<file path="config.mk">
export PLATFORM = sky130hd
export DESIGN_NAME = flopr
export DESIGN_NICKNAME = d
export VERILOG_FILES = /design/src/rtl/flopenr_pkg.sv /design/src/rtl/flopenr.sv
export SDC_FILE = /design/constraint.sdc
export NUM_CORES = 1
export LEC_CHECK = 0
export CAP_MARGIN = 20
export CORE_AREA = 2 2 39 41
export DETAILED_ROUTE_END_ITERATION = 10
export DIE_AREA = 0 0 41 43
export PLACE_DENSITY = 0.62
export SLEW_MARGIN = 10
export SYNTH_ARGS = -nofsm -noshare
export SYNTH_HDL_FRONTEND = slang
export SYNTH_HIERARCHICAL = 1
export SYNTH_SLANG_ARGS = --single-unit
export TNS_END_PERCENT = 20
</file>
<file path="constraint.sdc">
create_clock -name ph1 -period 0.8 [get_ports ph1]
set_input_delay 0.16 -clock ph1 [delete_from_list [all_inputs] [get_ports ph1]]
set_output_delay 0.16 -clock ph1 [all_outputs]
set_load 0.01 [all_outputs]
</file>
<file path="src/rtl/flopenr_pkg.sv">
// -----------------------------------------------------------------------------
// flopenr_pkg
//   Shared constants and helpers for the basic storage/decode primitives
//   (flopenr, flopr, dec2).
//   Contents:
//     DEFAULT_WIDTH : default data width of the register primitives
//     onehot2()     : 2-bit binary to 4-bit one-hot decode
// -----------------------------------------------------------------------------
package flopenr_pkg;

    localparam int DEFAULT_WIDTH = 8;

    // Binary-to-one-hot for a 2-bit select. Every known input produces
    // exactly one set bit.
    function automatic logic [3:0] onehot2(input logic [1:0] a);
        onehot2 = 4'b0001 << a;
    endfunction

endpackage

</file>
<file path="src/rtl/flopenr.sv">
// -----------------------------------------------------------------------------
// Shared primitives: flopenr, flopr, dec2
//   Basic building blocks visible to every block of the codebase (cache,
//   write buffer, controllers).
//
// flopenr -- enabled register with synchronous active-high reset
//   ph1   in  1      clock; all state updates on its rising edge
//   ph2   in  1      complementary phase, present only for port compatibility
//   reset in  1      synchronous active-high reset (q -> 0), wins over en
//   en    in  1      load enable
//   d     in  WIDTH  next-state data
//   q     out WIDTH  registered state
//
// flopr -- register loading every edge, synchronous active-high reset
//   ph1, ph2, reset, d, q as for flopenr (no en)
//
// dec2 -- combinational 2-to-4 one-hot decoder
//   a     in  2      binary select
//   y     out 4      one-hot output
// -----------------------------------------------------------------------------

module flopenr
    import flopenr_pkg::*;
#(
    parameter int WIDTH = DEFAULT_WIDTH
) (
    input  logic             ph1,
    input  logic             ph2,
    input  logic             reset,
    input  logic             en,
    input  logic [WIDTH-1:0] d,
    output logic [WIDTH-1:0] q
);

    // ph2 is carried for interface compatibility only; it drives nothing.
    logic unused_ph2;
    assign unused_ph2 = ph2;

    // Reset is tested first so it overrides en, including an unknown en.
    always_ff @(posedge ph1) begin
        if (reset) begin
            q <= '0;
        end else if (en) begin
            q <= d;
        end
    end

endmodule

module flopr
    import flopenr_pkg::*;
#(
    parameter int WIDTH = DEFAULT_WIDTH
) (
    input  logic             ph1,
    input  logic             ph2,
    input  logic             reset,
    input  logic [WIDTH-1:0] d,
    output logic [WIDTH-1:0] q
);

    // An always-enabled flopenr gives exactly the load-every-edge behaviour.
    flopenr #(.WIDTH(WIDTH)) u_reg (
        .ph1   (ph1),
        .ph2   (ph2),
        .reset (reset),
        .en    (1'b1),
        .d     (d),
        .q     (q)
    );

endmodule


</file>
* Word-level counts from Yosys, hierarchy flattened
Cells that the tools add are included.
** Storage, ports and cells
- Register bits after elaboration :: 8
- Latch bits :: 0
- Bits in writable memories :: 0
- Bits in read-only memories :: 0
- Input port bits :: 11
- Output and inout port bits :: 8
- Logic and storage cells :: 1
- Memories kept :: 0
** Operators by class
- $add $sub $neg :: 0
- Multiply operators :: 0
- Div/mod/pow operators :: 0
- Magnitude comparators :: 0
- Equal/unequal tests :: 0
- Shifts and indexed selects :: 0
- Muxes and demuxes :: 0
- Bitwise operators :: 0
- Reduce and logical (&&, ||, !) cells :: 0

* Logic depth before layout (Yosys ltp)
- Depth after elaboration :: 0
- Mapped depth :: 3
- Mapped depth without buffers :: 2

* Hierarchy
The synthesis kept the hierarchy.
** Modules (own cells, without submodules)
- flopenr :: times used 1, cells each 26, area each 285.3 um^2, sequential area each 160.2 um^2
- flopr :: times used 1, cells each 1, area each 3.8 um^2, sequential area each 0.0 um^2

* Worst setup path after synthesis
Ideal clock, no wire load.
- Path kind :: input -> register
- Start point :: input port reset
- End point :: register u_reg.q[0]
- Setup time :: 124 ps
- Arrival time :: 430 ps
- Data required time :: 676 ps
- Slack :: 246 ps
- Cell stages on the path :: 2
- Path buffers :: 1
- Cells stage by stage :: buf_1 nor2_1
** RTL lines
- start, declared :: RTL line flopenr.sv:57 : input logic reset,
- end signal, assigned :: RTL line flopenr.sv:42 : q <= '0;
- end signal, assigned :: RTL line flopenr.sv:44 : q <= d;
- end, declared :: RTL line flopenr.sv:32 : output logic [WIDTH-1:0] q
No word-level cell between the ends.

* Worst setup path in the final report
- Start point :: register u_reg.q[7]
- End point :: output port q[7]
** RTL lines
- end, declared :: RTL line flopenr.sv:59 : output logic [WIDTH-1:0] q
No word-level cell between the ends.

==> run metrics <==
outcome finished, violations left; failing checks setup timing; met3 wire length ~67 µm; die area about 0.0018 mm²; routed len/inst 9.71 µm; Seq pwr share 48.3%; Gate Count Post-Synth 27; Sink Count 8; die width approximately 40 µm; worst-case clock buffer depth 2; Initial Utilization 20.9%; post-DP HPWL between 400 and 500 µm; Yosys cell types 6; post-layout minimum cycle time 0.849 ns; Logic pwr share ~18%; ANT cells 0; I/O pin cnt 19; Met2 Wirelength 280 µm; Syn-to-layout area delta 80.5%; RSZ-0062 raised after global routing true; Residual DRC 0; Rows 14; Buf+Inv Stages, Crit Path 1; clock root buffer clkbuf_4; final wirelength 612 µm; final worst slack -0.0486 ns; Post-DP Area 479 µm²; clock share of power 33.9%; final hold viol count 0; Crit path required time about 0.64 ns; uppermost layer routed met3; initial antenna violation count 0; Post-Syn Area 289 µm²; input/output buffers 17; met1 wire length 264 µm; Worst path max stage delay 0.33 ns; Placed Cells 60; register bit total from synthesis 8; CP arrival roughly 0.7 ns; Sw Ratio 22.7%; internal power 708 µW; router iterations before antenna repair 2; Worst VDD drop 633 µV; syn nets 38; Core Box Area 0.00138 mm²; final setup violation count 8; Seq/Total Area, Yosys between 50% and 60%; max cap viols 0; GRT Total Usage 8.56%; post-route ant nets 0; Synth Area per Inst 10.7 µm²; Vert. Die Dim 43 µm; crit-path cells buf_6; initial drt markers 1; post-DR vias/cell 3.87; period utilization 106%; top flop regs u_reg/q (8); nets@finish 60; Slowest-stage cell, CP dfxtp_2; worst-path maximum fanout 2; final number of max-transition violations 0; crit-path leading delay family flip-flops; Pwr Density 1760 mW/mm²; synth warn 6; f_max 1.18 GHz; Via Count 244; Worst Hold Class primary input to flop; Setup crit start kind flop; CTS buffer count 3; DP Worst Slack -0.199 ns; CP Capture Type output port; CP Class flop to output port; CTS H-tree lvls 1; leakage ~0.24 nW; final total power 916 µW; clk slew on worst S/H paths 0.06 ns; Sw Pwr between 200 and 250 µW; CTS tree done; first-pass GRT wire length 959 µm; largest register by flop count u_reg/q; Largest register FFs 8; GPL Wtd Cong 0.559; number of global-route vias before repair 236; design area 522 µm²; total grt overflow 0; fin cells 63; hold_buf cts 0; Hold Path Origin d[7]; Setup crit start u_reg/q[7]; largest net degree at the start of global routing 9; share of layout cells above drive strength 1 44.7%
==> cell usage after synthesis (all sizes together) <==
cell	instances	area, µm²
dfxtp	8	160
conb	1	3.75
nor2	8	30.0
buf	2	15.0
mux2i	8	80.1
==> final cells by class <==
class	count	area [µm²]
clock buffers	3	22.5
fillers	154	862
multi-input cells	17	114
flip-flops and latches	8	170
well taps	16	20.0
repair buffers	19	195
==> cells in the final DEF (no fill, tap or decap) <==
cell type / instances
conb_1: 1
clkbuf_4: 3
buf_6: 8
buf_4: 2
nor2_1: 8
mux2i_1: 8
clkdlybuf4s50_1: 9
dfxtp_2: 8
==> through the flow <==
stage          util (%)  hold WS (ns)  setup TNS (ns)
2_1_floorplan         -         0.308               0
3_3_place_gp       34.6         0.779           -2.56
3_5_place_dp       34.6         0.789           -2.58
4_1_cts            37.7         0.505          -0.387
5_1_grt            37.7         0.555          -0.481
6_report           37.7         0.508          -0.322
==> layer usage <==
| layer | vias to the layer above | global-route usage, % |
|---|---|---|
| met5 | - | 0 |
| met4 | 0 | 8.00 |
| met3 | 0 | 3.14 |
| met2 | 11 | 10.6 |
| met1 | 107 | 10.7 |
| li1 | 126 | - |
==> logic make-up after synthesis <==
| kind of cell | synth area share, % |
|---|---|
| buffers and inverters | 5.19 |
| AND/OR/NAND/NOR | 10.4 |
| flip-flops | 55.4 |
| multiplexers | 27.7 |
| other | 1.30 |
==> power groups by stage <==
stage,clock network [mW],logic (mW),registers [mW]
final,0.311,0.163,0.443
after global routing,0.338,0.178,0.445
after CTS,0.321,0.163,0.443
after global placement,0,0.158,0.441
after floorplan,0,0.0523,0.454
after detailed placement,0,0.159,0.441
==> worst paths after layout <==
path | to | slack [ns] | depth (start not counted)
max | q[7] | -0.05 | 1
min | u_reg/q[7] | 0.51 | 3
==> what timing repair did <==
| action | CTS | global route |
|---|---|---|
| setup endpoints to repair | 8 | 8 |
| resized for setup | 48 | 0 |
| buffers inserted | 0 | 0 |
(Power assumes the default switching activity.)
